**src/rtl/dsp_mac_pkg.sv**
```systemverilog
`default_nettype none
// +----------------------------------------------------------------------------+
// | Module : dsp_mac_pkg                                                       |
// | Brief  : Mode names and mode-to-pipeline helpers for dsp_mac_modes         |
// | Rev    : 1.0  initial release                                              |
// +----------------------------------------------------------------------------+
package dsp_mac_pkg;

  localparam string MODE_NONE    = "REGISTERED_NONE";
  localparam string MODE_IN      = "REGISTERED_IN";
  localparam string MODE_OUT     = "REGISTERED_OUT";
  localparam string MODE_INOUT   = "REGISTERED_INOUT";
  localparam string MODE_PARTIAL = "REGISTERED_PARTIAL";
  localparam string MODE_FULL    = "REGISTERED_FULL";

  // Bit positions inside the stage-enable vector
  localparam int STG_IN  = 2;
  localparam int STG_MID = 1;
  localparam int STG_OUT = 0;

  // Stage enables {IN, MID, OUT}; unknown names map to all-bypass
  function automatic logic [2:0] mode_stages(input string mode);
    logic [2:0] stages;
    stages = 3'b000;
    if (mode == MODE_IN)           stages = 3'b100;
    else if (mode == MODE_OUT)     stages = 3'b001;
    else if (mode == MODE_INOUT)   stages = 3'b101;
    else if (mode == MODE_PARTIAL) stages = 3'b010;
    else if (mode == MODE_FULL)    stages = 3'b111;
    return stages;
  endfunction

  function automatic bit mode_is_valid(input string mode);
    return (mode == MODE_NONE)  || (mode == MODE_IN)      ||
           (mode == MODE_OUT)   || (mode == MODE_INOUT)   ||
           (mode == MODE_PARTIAL) || (mode == MODE_FULL);
  endfunction

  // Input-to-output latency equals the number of enabled stages
  function automatic int mode_latency(input string mode);
    logic [2:0] stages;
    stages = mode_stages(mode);
    return int'(stages[STG_IN]) + int'(stages[STG_MID]) + int'(stages[STG_OUT]);
  endfunction

endpackage
`default_nettype wire

```
**src/rtl/dsp_pipe_reg.sv**
```systemverilog
`default_nettype none
// +----------------------------------------------------------------------------+
// | Module : dsp_pipe_reg                                                      |
// | Brief  : Optional pipeline register with clock enable, or a plain wire     |
// | Rev    : 1.0  initial release                                              |
// +----------------------------------------------------------------------------+
module dsp_pipe_reg #(
  parameter int WIDTH  = 1,
  parameter bit BYPASS = 1'b0
) (
  input  logic             clk,
  input  logic             rst_n,
  input  logic             ce,
  input  logic [WIDTH-1:0] d,
  output logic [WIDTH-1:0] q
);

  generate
    if (BYPASS) begin : g_bypass
      // Clock, reset and enable have no effect on a bypassed stage
      logic w_unused;
      assign w_unused = &{1'b0, clk, rst_n, ce};
      assign q = d;
    end else begin : g_reg
      logic [WIDTH-1:0] data_q;

      // Capture on enabled edges; async clear discards in-flight data
      always_ff @(posedge clk or negedge rst_n) begin
        if (!rst_n) begin
          data_q <= '0;
        end else if (ce) begin
          data_q <= d;
        end
      end

      assign q = data_q;
    end
  endgenerate

endmodule
`default_nettype wire

```
**src/rtl/dsp_mac_modes.sv**
```systemverilog
`default_nettype none
// +----------------------------------------------------------------------------+
// | Module : dsp_mac_modes                                                     |
// | Brief  : Multiply-accumulate with selectable IN/MID/OUT register stages,   |
// |          clock enable and sticky accumulation-overflow flag               |
// | Rev    : 1.0  initial release                                              |
// +----------------------------------------------------------------------------+
module dsp_mac_modes
  import dsp_mac_pkg::*;
#(
  parameter int    A_WIDTH   = 2,
  parameter int    B_WIDTH   = 2,
  parameter int    OUT_WIDTH = 8,
  parameter int    SIGNED    = 0,
  parameter string MODE      = "REGISTERED_INOUT"
) (
  input  logic                 clk,
  input  logic                 rst_n,
  input  logic                 ce,
  input  logic                 in_valid,
  input  logic [A_WIDTH-1:0]   a,
  input  logic [B_WIDTH-1:0]   b,
  input  logic                 m,
  output logic [OUT_WIDTH-1:0] out,
  output logic                 out_valid,
  output logic                 ovf
);

  localparam logic [2:0] STAGES  = mode_stages(MODE);
  localparam bit         HAS_IN  = STAGES[STG_IN];
  localparam bit         HAS_MID = STAGES[STG_MID];
  localparam bit         HAS_OUT = STAGES[STG_OUT];
  localparam int         PW      = A_WIDTH + B_WIDTH;
  localparam int         IN_W    = 2 + A_WIDTH + B_WIDTH;
  localparam int         MID_W   = 2 + OUT_WIDTH;

  generate
    if (!mode_is_valid(MODE)) begin : g_bad_mode
      $error("dsp_mac_modes: unsupported MODE %s", MODE);
    end
    if (OUT_WIDTH < PW) begin : g_bad_width
      $error("dsp_mac_modes: OUT_WIDTH must be at least A_WIDTH+B_WIDTH");
    end
  endgenerate

  // ---------------- IN stage: {valid, m, a, b} ----------------
  logic [IN_W-1:0]    w_in_d;
  logic [IN_W-1:0]    w_in_q;
  logic               w_v1;
  logic               w_m1;
  logic [A_WIDTH-1:0] w_a1;
  logic [B_WIDTH-1:0] w_b1;

  assign w_in_d = {in_valid, m, a, b};

  dsp_pipe_reg #(.WIDTH(IN_W), .BYPASS(!HAS_IN)) u_stage_in (
    .clk   (clk),
    .rst_n (rst_n),
    .ce    (ce),
    .d     (w_in_d),
    .q     (w_in_q)
  );

  assign {w_v1, w_m1, w_a1, w_b1} = w_in_q;

  // ---------------- product, extended to the accumulator width ----------------
  logic [PW-1:0]        w_prod_u;
  logic signed [PW-1:0] w_prod_s;
  logic [OUT_WIDTH-1:0] w_p;

  // Full-precision product, then sign- or zero-extension by operand type
  always_comb begin
    w_prod_u = PW'(w_a1) * PW'(w_b1);
    w_prod_s = $signed(PW'($signed(w_a1))) * $signed(PW'($signed(w_b1)));
    if (SIGNED != 0) begin
      w_p = OUT_WIDTH'(w_prod_s);
    end else begin
      w_p = OUT_WIDTH'(w_prod_u);
    end
  end

  // ---------------- MID stage: {valid, m, product} ----------------
  logic [MID_W-1:0]     w_mid_d;
  logic [MID_W-1:0]     w_mid_q;
  logic                 w_v2;
  logic                 w_m2;
  logic [OUT_WIDTH-1:0] w_p2;

  assign w_mid_d = {w_v1, w_m1, w_p};

  dsp_pipe_reg #(.WIDTH(MID_W), .BYPASS(!HAS_MID)) u_stage_mid (
    .clk   (clk),
    .rst_n (rst_n),
    .ce    (ce),
    .d     (w_mid_d),
    .q     (w_mid_q)
  );

  assign {w_v2, w_m2, w_p2} = w_mid_q;

  // ---------------- accumulate point ----------------
  logic [OUT_WIDTH-1:0] acc_d;
  logic [OUT_WIDTH-1:0] acc_q;
  logic                 ovf_d;
  logic                 ovf_q;
  logic [OUT_WIDTH-1:0] w_acc_sel;
  logic [OUT_WIDTH:0]   w_sum;
  logic [OUT_WIDTH-1:0] w_s;
  logic                 w_add_ovf;

  // s = (m ? acc : 0) + p with wrap; overflow is carry-out or signed overflow
  always_comb begin
    w_acc_sel = w_m2 ? acc_q : '0;
    w_sum     = {1'b0, w_acc_sel} + {1'b0, w_p2};
    w_s       = w_sum[OUT_WIDTH-1:0];
    if (SIGNED != 0) begin
      w_add_ovf = (w_acc_sel[OUT_WIDTH-1] == w_p2[OUT_WIDTH-1]) &&
                  (w_s[OUT_WIDTH-1] != w_p2[OUT_WIDTH-1]);
    end else begin
      w_add_ovf = w_sum[OUT_WIDTH];
    end
    acc_d = w_s;
    ovf_d = w_m2 ? (ovf_q | w_add_ovf) : 1'b0;
  end

  // The accumulator and flag are always real state; they load only on valid data
  logic [OUT_WIDTH:0] w_acc_reg_d;
  logic [OUT_WIDTH:0] w_acc_reg_q;

  assign w_acc_reg_d = {ovf_d, acc_d};

  dsp_pipe_reg #(.WIDTH(OUT_WIDTH + 1), .BYPASS(1'b0)) u_stage_acc (
    .clk   (clk),
    .rst_n (rst_n),
    .ce    (ce & w_v2),
    .d     (w_acc_reg_d),
    .q     (w_acc_reg_q)
  );

  assign {ovf_q, acc_q} = w_acc_reg_q;

  // ---------------- OUT stage valid ----------------
  logic w_v3;

  dsp_pipe_reg #(.WIDTH(1), .BYPASS(!HAS_OUT)) u_stage_out (
    .clk   (clk),
    .rst_n (rst_n),
    .ce    (ce),
    .d     (w_v2),
    .q     (w_v3)
  );

  // Registered or combinational result; flag follows the same timing as out
  always_comb begin
    if (HAS_OUT) begin
      out = acc_q;
      ovf = rst_n & ovf_q;
    end else begin
      out = w_s;
      ovf = rst_n & (w_v2 ? ovf_d : ovf_q);
    end
    out_valid = rst_n & ce & w_v3;
  end

endmodule
`default_nettype wire

```
**config.mk**
```make
export PLATFORM = sky130hd
export DESIGN_NAME = dsp_mac_modes
export DESIGN_NICKNAME = d
export VERILOG_FILES = /design/src/rtl/dsp_mac_pkg.sv /design/src/rtl/dsp_pipe_reg.sv /design/src/rtl/dsp_mac_modes.sv
export SDC_FILE = /design/constraint.sdc
export NUM_CORES = 1
export LEC_CHECK = 0
export CORE_AREA = 2 2 56 58
export CTS_CLUSTER_DIAMETER = 150
export DETAILED_ROUTE_END_ITERATION = 16
export DIE_AREA = 0 0 58 60
export PLACE_DENSITY = 0.6
export SYNTH_ARGS = -nofsm -noshare
export SYNTH_HDL_FRONTEND = slang
export SYNTH_SLANG_ARGS = --single-unit
```
**constraint.sdc**
```tcl
create_clock -name clk -period 6.39 [get_ports clk]
set_clock_uncertainty 0.2 [all_clocks]
set_input_delay 0.9585 -clock clk [delete_from_list [all_inputs] [get_ports clk]]
set_output_delay 0.9585 -clock clk [all_outputs]
set_load 0.05 [all_outputs]
```
==> metrics.csv, run 1 <==
stage,metric,value,unit
worst_setup_path,required,5.23,ns
placement,io_buffers,18,
global_route,antenna_found_initial,0,
routing,antenna_left,0,
global_route,grt_pass1_wl,3020,um
logic_synthesis,netlist_area,957,um^2
power_and_ir_drop,p_sw_share,42.8,%
sta,finalHoldViolCount,0,
layout,final_cell_mix,"clkdlybuf4s50_1, dfrtp_1, mux2_2",
power_and_ir_drop,total_power,388,uW
worst_setup_path,reg2reg_from,u_stage_in.q[4],
clocking,cts_max_path_buffers,2,
worst_setup_path,reg2regPathDepth,7,
global_route,grt_pass1_vias,700,
worst_setup_path,worstSetupEndpointType,primary output,
worst_setup_path,endpoint,out_valid,
die,core_area,2900,um^2
clocking,post-cts-setup-buffer-count,0,
logic_synthesis,synthArstFlopShare,100,%
clocking,cts-root-buf,clkbuf_4,
logic_synthesis,yosysTopAreaCellShare,41.8,%
flow_run,drv_cap,0,
power_and_ir_drop,powerDensity,344,nW/um^2
layout,multiInputGateArea,475,um^2
placement,place_inst,126,
logic_synthesis,ys_warn_count,0,
clocking,clock_sinks,16,
die,start_util,33.0,%
clocking,cts_hold_buffers,0,
sta,holdWs,0.315,ns
power_and_ir_drop,irDropWorstVdd,0.000180,V
sta,finalCriticalPeriod,4.16,ns
global_route,grt_max_degree,19,
worst_setup_path,crit_slowest_cell,clkdlybuf4s50_1,
sta,rsz0062_at_grt,false,
routing,drc,0,
power_and_ir_drop,switchingPower,166,uW
sta,setup_tns,0,ns
logic_synthesis,synth_edf_count,0,
routing,dr.pass1.iters,4,
logic_synthesis,synth_flop_cell,dfrtp_1,
clocking,cts_buffers,3,
worst_setup_path,cpPeakStageDelay,0.98,ns
die,die_x,58,um
logic_synthesis,ys_seq_elements,16,
sta,drv_slew,0,
layout,regArea,400,um^2
clocking,path_clk_slew,0.09,ns
die,io_pins,19,
routing,wl,1730,um
run_status,status,completed,
worst_setup_path,start_kind,primary input,
routing,wl_per_cell,13.4,um
worst_setup_path,r2r_slack,3.66,ns
hold_path,hold_class,register to register,
layout,drive_above_1_share,15.6,%
clocking,htreeDepth,1,
logic_synthesis,synth_area_leaders,"dfrtp_1, mux2_2, ha_1",
clocking,cts_resized,0,
routing,dr_total_vias,662,
layout,mostFrequentLayoutCell,clkdlybuf4s50_1,
placement,routabilityCongestion,0.690,
power_and_ir_drop,internal_power,222,uW
sta,period_share,65.0,%
logic_synthesis,synth_area_per_cell,11.1,um^2
worst_setup_path,crit_chain,"clkdlybuf4s50_1, and3_1, clkdlybuf4s50_1",
layout,layout.nets,114,
logic_synthesis,ys_seq_area_share,41.8,%
worst_setup_path,cp_max_fo,18,
worst_setup_path,worstReg2RegEnd,u_stage_acc.q[7],
layout,stdcell_count,129,
worst_setup_path,worstSetupPathType,primary input to primary output,
die,die_y,60,um
sta,maxClockFrequency,0.241,GHz
routing,dr.first_iter.drc_count,8,
sta,setup_violations,0,
logic_synthesis,syn-num-nets,102,
power_and_ir_drop,p_clk_share,13.4,%
clocking,cts_tree,yes,
logic_synthesis,synthCells,86,
placement,pre_cts_ws,2.18,ns
power_and_ir_drop,p_leak,0.000485,uW
layout,syn2layout_area_growth,17.8,%
die,die-area,3480,um^2
global_route,track_usage,11.6,%
sta,slew_headroom,47.7,%
sta,fin_ws,2.23,ns
layout,fillers,294,
worst_setup_path,critPathLaunch,rst_n,
layout,diodes,0,
power_and_ir_drop,pwr-share-comb,48.8,%
worst_setup_path,crit_top_cell,clkdlybuf4s50_1,
die,num_rows,20,
logic_synthesis,yosys.area.top_type,dfrtp_1,
global_route,overflow,0,
power_and_ir_drop,p_seq_share,37.8,%
routing,via_per_inst,5.13,
clocking,clk_latency,0.28,ns
sta,worstMarginPinSlew,0.782,ns
worst_setup_path,arrival,3.00,ns
logic_synthesis,ys_types,25,
placement,dp_hpwl,1300,um
## how the worst min path moves through the flow
| stage | from | endpoint | slack, ns | cells after the start |
|---|---|---|---|---|
| floorplan | u_stage_acc.q[8] | u_stage_acc.q[8] | 0.26 | 2 |
| global placement | u_stage_acc.q[3] | u_stage_acc.q[3] | 0.28 | 2 |
| detailed placement | u_stage_acc.q[8] | u_stage_acc.q[8] | 0.29 | 2 |
| CTS | u_stage_acc.q[8] | u_stage_acc.q[8] | 0.32 | 2 |
| global route | u_stage_in.q[0] | u_stage_in.q[0] | 0.35 | 1 |
| finish | u_stage_acc.q[3] | u_stage_acc.q[3] | 0.31 | 2 |
## critical path, delay by kind of cell
kind                   cells  cell delay (ns)
and+or+nand+nor            1             0.26
buffers and inverters      2             1.78
## flip-flops by register name, indices dropped and copies added (netlist names)
register	flops
u_stage_out.q	1
u_stage_in.q	6
u_stage_acc.q	9
## area by class of cell
cell class	count	area share (%)
multi-input cells	57	42.2
repair buffers	18	16.0
flip-flops and latches	16	35.5
clock buffers	3	2.00
inverters	2	0.666
well taps	33	3.66
## kinds of logic (layout without fill, tap and decap cells)
group | after synthesis | in the layout | synth area share [%]
adder cells (fa/ha/maj) | 7 | 7 | 10.7
multiplexers | 10 | 10 | 11.8
XOR/XNOR | 1 | 1 | 0.915
AND/OR/NAND/NOR | 21 | 21 | 12.5
flip-flops | 16 | 16 | 41.8
AO/OA/AOI/OAI | 18 | 18 | 13.7
buffers and inverters | 13 | 23 | 8.50
## per-layer routing
layer	GRT usage, %	vias up	wire (um)
met2	20.8	10	846
met1	13.6	328	818
met3	2.60	2	55
li1	-	322	-
met5	0	-	0
met4	3.99	0	9
## synth_stat cells, types with 2 or more instances
library cell / number
nand4b_1: 2
nand2_1: 7
mux2_2: 10
o311ai_0: 2
inv_1: 2
and2_1: 9
buf_2: 2
fa_1: 2
o211ai_1: 5
buf_4: 8
o21ai_0: 4
ha_1: 5
dfrtp_1: 16
## power by group through the flow
stage | registers [uW] | clock network (uW) | logic (uW)
after floorplan | 142 | 0 | 165
after global placement | 148 | 0 | 187
after detailed placement | 149 | 0 | 192
after CTS | 147 | 54.5 | 192
after global routing | 152 | 61.5 | 204
final | 147 | 52.0 | 189
## through the flow
step | util [%] | instance area [um^2]
after floorplan | - | 957
after global placement | 38.1 | 1100
after detailed placement | 38.1 | 1100
after CTS | 38.8 | 1130
after global routing | 38.8 | 1130
final | 38.8 | 1130
Note: power is estimated with default switching activity, not from simulation.
==> run 2: changes to the inputs <==
PLACE_DENSITY = 0.62   (was 0.6)
clock period = 3.7 ns   (was 6.39 ns; I/O delays follow)
==> metrics.csv, run 2 (synthesized netlist as in run 1, its figures left out) <==
stage,metric,value,unit,change
run_status,status,completed,,unchanged
sta,drv_slew,0,,unchanged
routing,wl,1690,um,was 1730 um
worst_setup_path,worstReg2RegEnd,u_stage_acc.q[7],,unchanged
routing,via_per_inst,5.08,,was 5.13
clocking,cts_buffers,3,,unchanged
die,die_y,60,um,unchanged
global_route,track_usage,11.4,%,was 11.6%
sta,rsz0062_at_grt,false,,unchanged
layout,diodes,0,,unchanged
routing,dr_total_vias,675,,was 662
routing,dr.first_iter.drc_count,11,,was 8
clocking,cts_hold_buffers,0,,unchanged
routing,route.met2.wl,801,um,was 846 um
layout,mostFrequentLayoutCell,clkdlybuf4s50_1,,unchanged
placement,dp_hpwl,1270,um,was 1300 um
clocking,htreeDepth,1,,unchanged
power_and_ir_drop,irDropWorstVdd,0.000335,V,was 0.000180 V
die,start_util,33.0,%,unchanged
worst_setup_path,worstSetupPathType,primary input to primary output,,unchanged
layout,drive_above_1_share,19.0,%,was 15.6%
sta,finalHoldViolCount,0,,unchanged
clocking,clock_sinks,16,,unchanged
hold_path,hold_class,register to register,,unchanged
layout,multiInputGateArea,475,um^2,unchanged
layout,final_util,40.1,%,was 38.8%
sta,maxClockFrequency,0.346,GHz,
layout,regArea,400,um^2,unchanged
layout,layout.nets,117,,was 114
die,die_x,58,um,unchanged
clocking,cts_max_path_buffers,2,,unchanged
clocking,cts_tree,yes,,unchanged
routing,routed.top_layer,met3,,was met4
routing,antenna_left,0,,unchanged
worst_setup_path,reg2regPathDepth,7,,unchanged
sta,setup_tns,0,ns,unchanged
layout,final_cell_mix,"clkdlybuf4s50_1, dfrtp_1, mux2_2",,unchanged
global_route,grt_pass1_wl,2990,um,was 3020 um
global_route,grt_pass1_vias,676,,was 700
clocking,clk_latency,0.28,ns,about the same
layout,syn2layout_area_growth,21.6,%,was 17.8%
worst_setup_path,start_kind,primary input,,unchanged
routing,met3WireLength,79,um,was 55 um
global_route,antenna_found_initial,0,,unchanged
sta,setup_violations,0,,unchanged
flow_run,drv_cap,0,,unchanged
die,io_pins,19,,unchanged
global_route,grt_max_degree,17,,was 19
clocking,post-cts-setup-buffer-count,0,,unchanged
routing,wl_per_cell,12.7,um,was 13.4 um
power_and_ir_drop,powerDensity,601,nW/um^2,was 344 nW/um^2
worst_setup_path,reg2reg_from,u_stage_in.q[2],,was u_stage_in.q[4]
sta,finalCriticalPeriod,2.89,ns,
sta,worstMarginPinSlew,0.501,ns,was 0.782 ns
routing,drc,0,,unchanged
clocking,cts-root-buf,clkbuf_4,,unchanged
global_route,overflow,0,,unchanged
worst_setup_path,endpoint,out_valid,,unchanged
worst_setup_path,required,2.94,ns,was 5.23 ns
worst_setup_path,worstSetupEndpointType,primary output,,unchanged
layout,fillers,295,,was 294
routing,wl_met1,808,um,was 818 um
routing,dr.pass1.iters,4,,unchanged
die,die-area,3480,um^2,unchanged
placement,io_buffers,18,,unchanged
sta,slew_headroom,66.5,%,was 47.7%
worst_setup_path,r2r_slack,1.15,ns,was 3.66 ns
power_and_ir_drop,p_leak,0.000506,uW,was 0.000485 uW
worst_setup_path,critPathLaunch,ce,,was rst_n
clocking,cts_resized,0,,unchanged
die,core_area,2900,um^2,unchanged
sta,period_share,78.1,%,
die,num_rows,20,,unchanged
placement,routabilityCongestion,0.711,,was 0.690
worst_setup_path,arrival,2.14,ns,was 3.00 ns
layout,largest_reg_flops,9,,unchanged
worst_setup_path,cp_max_fo,11,,was 18
clocking,path_clk_slew,0.10,ns,was 0.09 ns
==> run 2: worst min-delay path by stage <==
stage / from / end / slack [ns] / cells after the start
floorplan: rst_n / u_stage_acc.q[0] / 0.06 / 0
global placement: u_stage_acc.q[3] / u_stage_acc.q[3] / 0.28 / 2
detailed placement: u_stage_acc.q[3] / u_stage_acc.q[3] / 0.29 / 2
CTS: u_stage_acc.q[3] / u_stage_acc.q[3] / 0.31 / 2
global route: u_stage_acc.q[3] / u_stage_acc.q[3] / 0.36 / 2
finish: u_stage_acc.q[3] / u_stage_acc.q[3] / 0.31 / 2
==> run 2: final cells by class <==
type                       count  area share (%)
inverter                       2           0.645
clock buffer                   4            3.12
multi-input combinational     57            40.9
timing repair buffer          21            17.4
tap                           33            3.55
sequential                    16            34.4
==> run 2: critical path, stage by stage <==
cell and delay [ns]:
clkdlybuf4s50_1 0.46, buf_4 0.17, and3_1 0.16, clkdlybuf4s50_1 0.79
==> run 2: stage by stage <==
| stage | worst slack, ns | area [um^2] | hold WS [ns] | instances | power, uW |
|---|---|---|---|---|---|
| after floorplan | 1.14 | 957 | 0.0594 | 86 | 530 |
| after global placement | 0.821 | 1130 | 0.281 | 129 | 583 |
| after detailed placement | 0.811 | 1130 | 0.289 | 129 | 590 |
| after CTS | 0.805 | 1160 | 0.313 | 133 | 710 |
| after global routing | 0.759 | 1160 | 0.356 | 133 | 746 |
| final | 0.809 | 1160 | 0.307 | 133 | 699 |
==> run 2: metal layers <==
layer / track usage [%] / vias up
met3: 3.03 / 0
met1: 13.8 / 329
li1: - / 330
met4: 3.99 / 0
met2: 19.6 / 16
met5: 0 / -
==> run 2: power breakdown <==
| group | internal, uW | switching (uW) | total [uW] |
|---|---|---|---|
| logic | 133 | 201 | 334 |
| clock network | 59.8 | 56.7 | 117 |
| registers | 215 | 33.3 | 249 |
| total | 409 | 291 | 699 |
==> run 3: changes to the inputs <==
clock period = 2.49 ns   (was 3.7 ns; I/O delays follow)
==> metrics.csv, run 3 (synthesized netlist as in run 1, its figures left out) <==
stage,metric,value,unit,change
power_and_ir_drop,total_power,1050,uW,was 699 uW
sta,finalHoldViolCount,0,,unchanged
clocking,cts_max_path_buffers,2,,unchanged
global_route,grt_pass1_wl,3030,um,was 2990 um
worst_setup_path,cpPeakStageDelay,0.58,ns,was 0.79 ns
power_and_ir_drop,irDropWorstVdd,0.000444,V,was 0.000335 V
power_and_ir_drop,pwr-share-comb,51.2,%,was 47.8%
worst_setup_path,worstSetupPathType,register to register,,was primary input to primary output
sta,maxClockFrequency,0.400,GHz,
die,die_y,60,um,unchanged
sta,setup_violations,1,,was 0
die,start_util,33.0,%,unchanged
die,io_pins,19,,unchanged
worst_setup_path,reg2reg_from,u_stage_acc.q[1],,was u_stage_in.q[2]
layout,final_cell_mix,"clkdlybuf4s50_1, dfrtp_1, mux2_2",,unchanged
hold_path,hold_class,primary input to async pin,,was register to register
clocking,cts_hold_buffers,0,,unchanged
power_and_ir_drop,p_seq_share,35.5,%,about the same
placement,routabilityCongestion,0.826,,was 0.711
routing,via_per_inst,5.18,,was 5.08
power_and_ir_drop,p_sw_share,42.8,%,was 41.6%
routing,drc,0,,unchanged
placement,place_inst,131,,was 129
power_and_ir_drop,p_clk_share,13.3,%,was 16.7%
worst_setup_path,path_buf_inv,0,,was 3
worst_setup_path,critPathLaunch,u_stage_acc.q[1],,was ce
layout,drive_above_1_share,28.8,%,was 19.0%
sta,finalCriticalPeriod,2.50,ns,
global_route,top_usage_layer,met2,,unchanged
clocking,cts-root-buf,clkbuf_4,,unchanged
worst_setup_path,cp_top_family,adder cells,,was buffers and inverters
routing,dr_total_vias,709,,was 675
worst_setup_path,required,2.48,ns,was 2.94 ns
global_route,track_usage,11.6,%,was 11.4%
layout,fillers,290,,was 295
run_status,status,"complete, but fails checks",,was completed
die,num_rows,20,,unchanged
clocking,htreeDepth,1,,unchanged
placement,io_buffers,18,,unchanged
worst_setup_path,crit_chain,"and2_4, fa_1, ha_4, fa_2, a21oi_2, or3b_1, o311ai_2",,"was clkdlybuf4s50_1, buf_4, and3_1, clkdlybuf4s50_1"
clocking,clk_latency,0.28,ns,about the same
layout,layout.nets,122,,was 117
routing,wl,1860,um,was 1690 um
clocking,cts_tree,yes,,unchanged
sta,fin_ws,-0.0104,ns,was 0.809 ns
global_route,met3_usage,2.60,%,was 3.03%
clocking,cts_buffers,3,,unchanged
sta,drv_slew,0,,unchanged
sta,worstMarginPinSlew,0.500,ns,was 0.501 ns
placement,pre_cts_ws,-0.00819,ns,was 0.811 ns
routing,dr.pass1.iters,4,,unchanged
die,die-area,3480,um^2,unchanged
clocking,path_clk_slew,0.10,ns,about the same
clocking,clock_sinks,16,,unchanged
worst_setup_path,arrival,2.49,ns,was 2.14 ns
sta,rsz0062_at_grt,true,,was false
layout,largest_reg_flops,9,,unchanged
die,die_x,58,um,unchanged
worst_setup_path,start_kind,register,,was primary input
routing,antenna_left,0,,unchanged
placement,dp_hpwl,1410,um,was 1270 um
routing,dr.first_iter.drc_count,15,,was 11
routing,wl_per_cell,13.6,um,was 12.7 um
sta,slew_headroom,66.6,%,was 66.5%
global_route,grt_pass1_vias,670,,was 676
global_route,antenna_found_initial,0,,unchanged
worst_setup_path,crit_slowest_cell,fa_1,,was clkdlybuf4s50_1
power_and_ir_drop,powerDensity,854,nW/um^2,was 601 nW/um^2
layout,diodes,0,,unchanged
global_route,gr-usage-met2,19.3,%,was 19.6%
global_route,grt_max_degree,16,,was 17
power_and_ir_drop,switchingPower,451,uW,was 291 uW
power_and_ir_drop,internal_power,604,uW,was 409 uW
worst_setup_path,worstSetupEndpointType,register,,was primary output
flow_run,drv_cap,0,,unchanged
die,core_area,2900,um^2,unchanged
worst_setup_path,cp_max_fo,3,,was 11
power_and_ir_drop,p_leak,0.000535,uW,was 0.000506 uW
run_status,failed_checks,setup timing,,
layout,stdcell_count,137,,was 133
global_route,globalRouteMet1Util,14.1,%,was 13.8%
sta,period_share,100,%,
global_route,overflow,0,,unchanged
layout,syn2layout_area_growth,29.0,%,was 21.6%
## run 3: path summary, 6_finish.rpt
check                                    to  slack (ns)  cells after the start
hold reg to reg            u_stage_acc.q[8]        0.31                      2
hold / removal             u_stage_acc.q[3]        0.21                      2
setup reg to reg           u_stage_acc.q[7]       -0.01                      7
min in group clk           u_stage_acc.q[8]        0.31                      2
setup / recovery           u_stage_acc.q[7]       -0.01                      7
max in group asynchronous   u_stage_in.q[4]        1.73                      2
## run 3: cell type report
cell class	instances	area, um^2	share of cell area, %
repair buffers	26	260	21.1
multi-input cells	57	503	40.7
inverters	2	7.51	0.608
clock buffers	3	22.5	1.82
flip-flops and latches	16	400	32.4
well taps	33	41.3	3.34
## run 3: what timing repair did
| item | 4_1_cts | 5_1_grt |
|---|---|---|
| endpoints found under the setup margin | 1 | 2 |
| gates cloned | 0 | 0 |
| pin swaps | 1 | 3 |
| resized for setup | 0 | 5 |
| setup buffers | 1 | 2 |
## run 3: power groups by stage
stage | clock network [uW] | logic [uW] | registers [uW]
after floorplan | 0 | 429 | 364
after global placement | 0 | 504 | 378
after detailed placement | 0 | 511 | 382
after CTS | 145 | 515 | 375
after global routing | 155 | 579 | 386
final | 140 | 540 | 375
## run 3: routing by layer
metal	vias to the layer above	share of wire (%)
li1	339	-
met1	348	43
met2	16	51
met3	6	3.5
met4	0	1.9
met5	-	0
## run 3: per-stage QoR
| step | utilization, % | setup TNS (ns) | area [um^2] | hold slack, ns |
|---|---|---|---|---|
| 6_report | 42.5 | -0.0104 | 1230 | 0.212 |
| 3_5_place_dp | 40.2 | -0.00819 | 1170 | 0.296 |
| 4_1_cts | 41.3 | 0 | 1200 | 0.209 |
| 5_1_grt | 42.5 | -0.186 | 1230 | 0.215 |
| 2_1_floorplan | - | -0.0367 | 972 | -0.122 |
| 3_3_place_gp | 40.2 | 0 | 1170 | 0.284 |
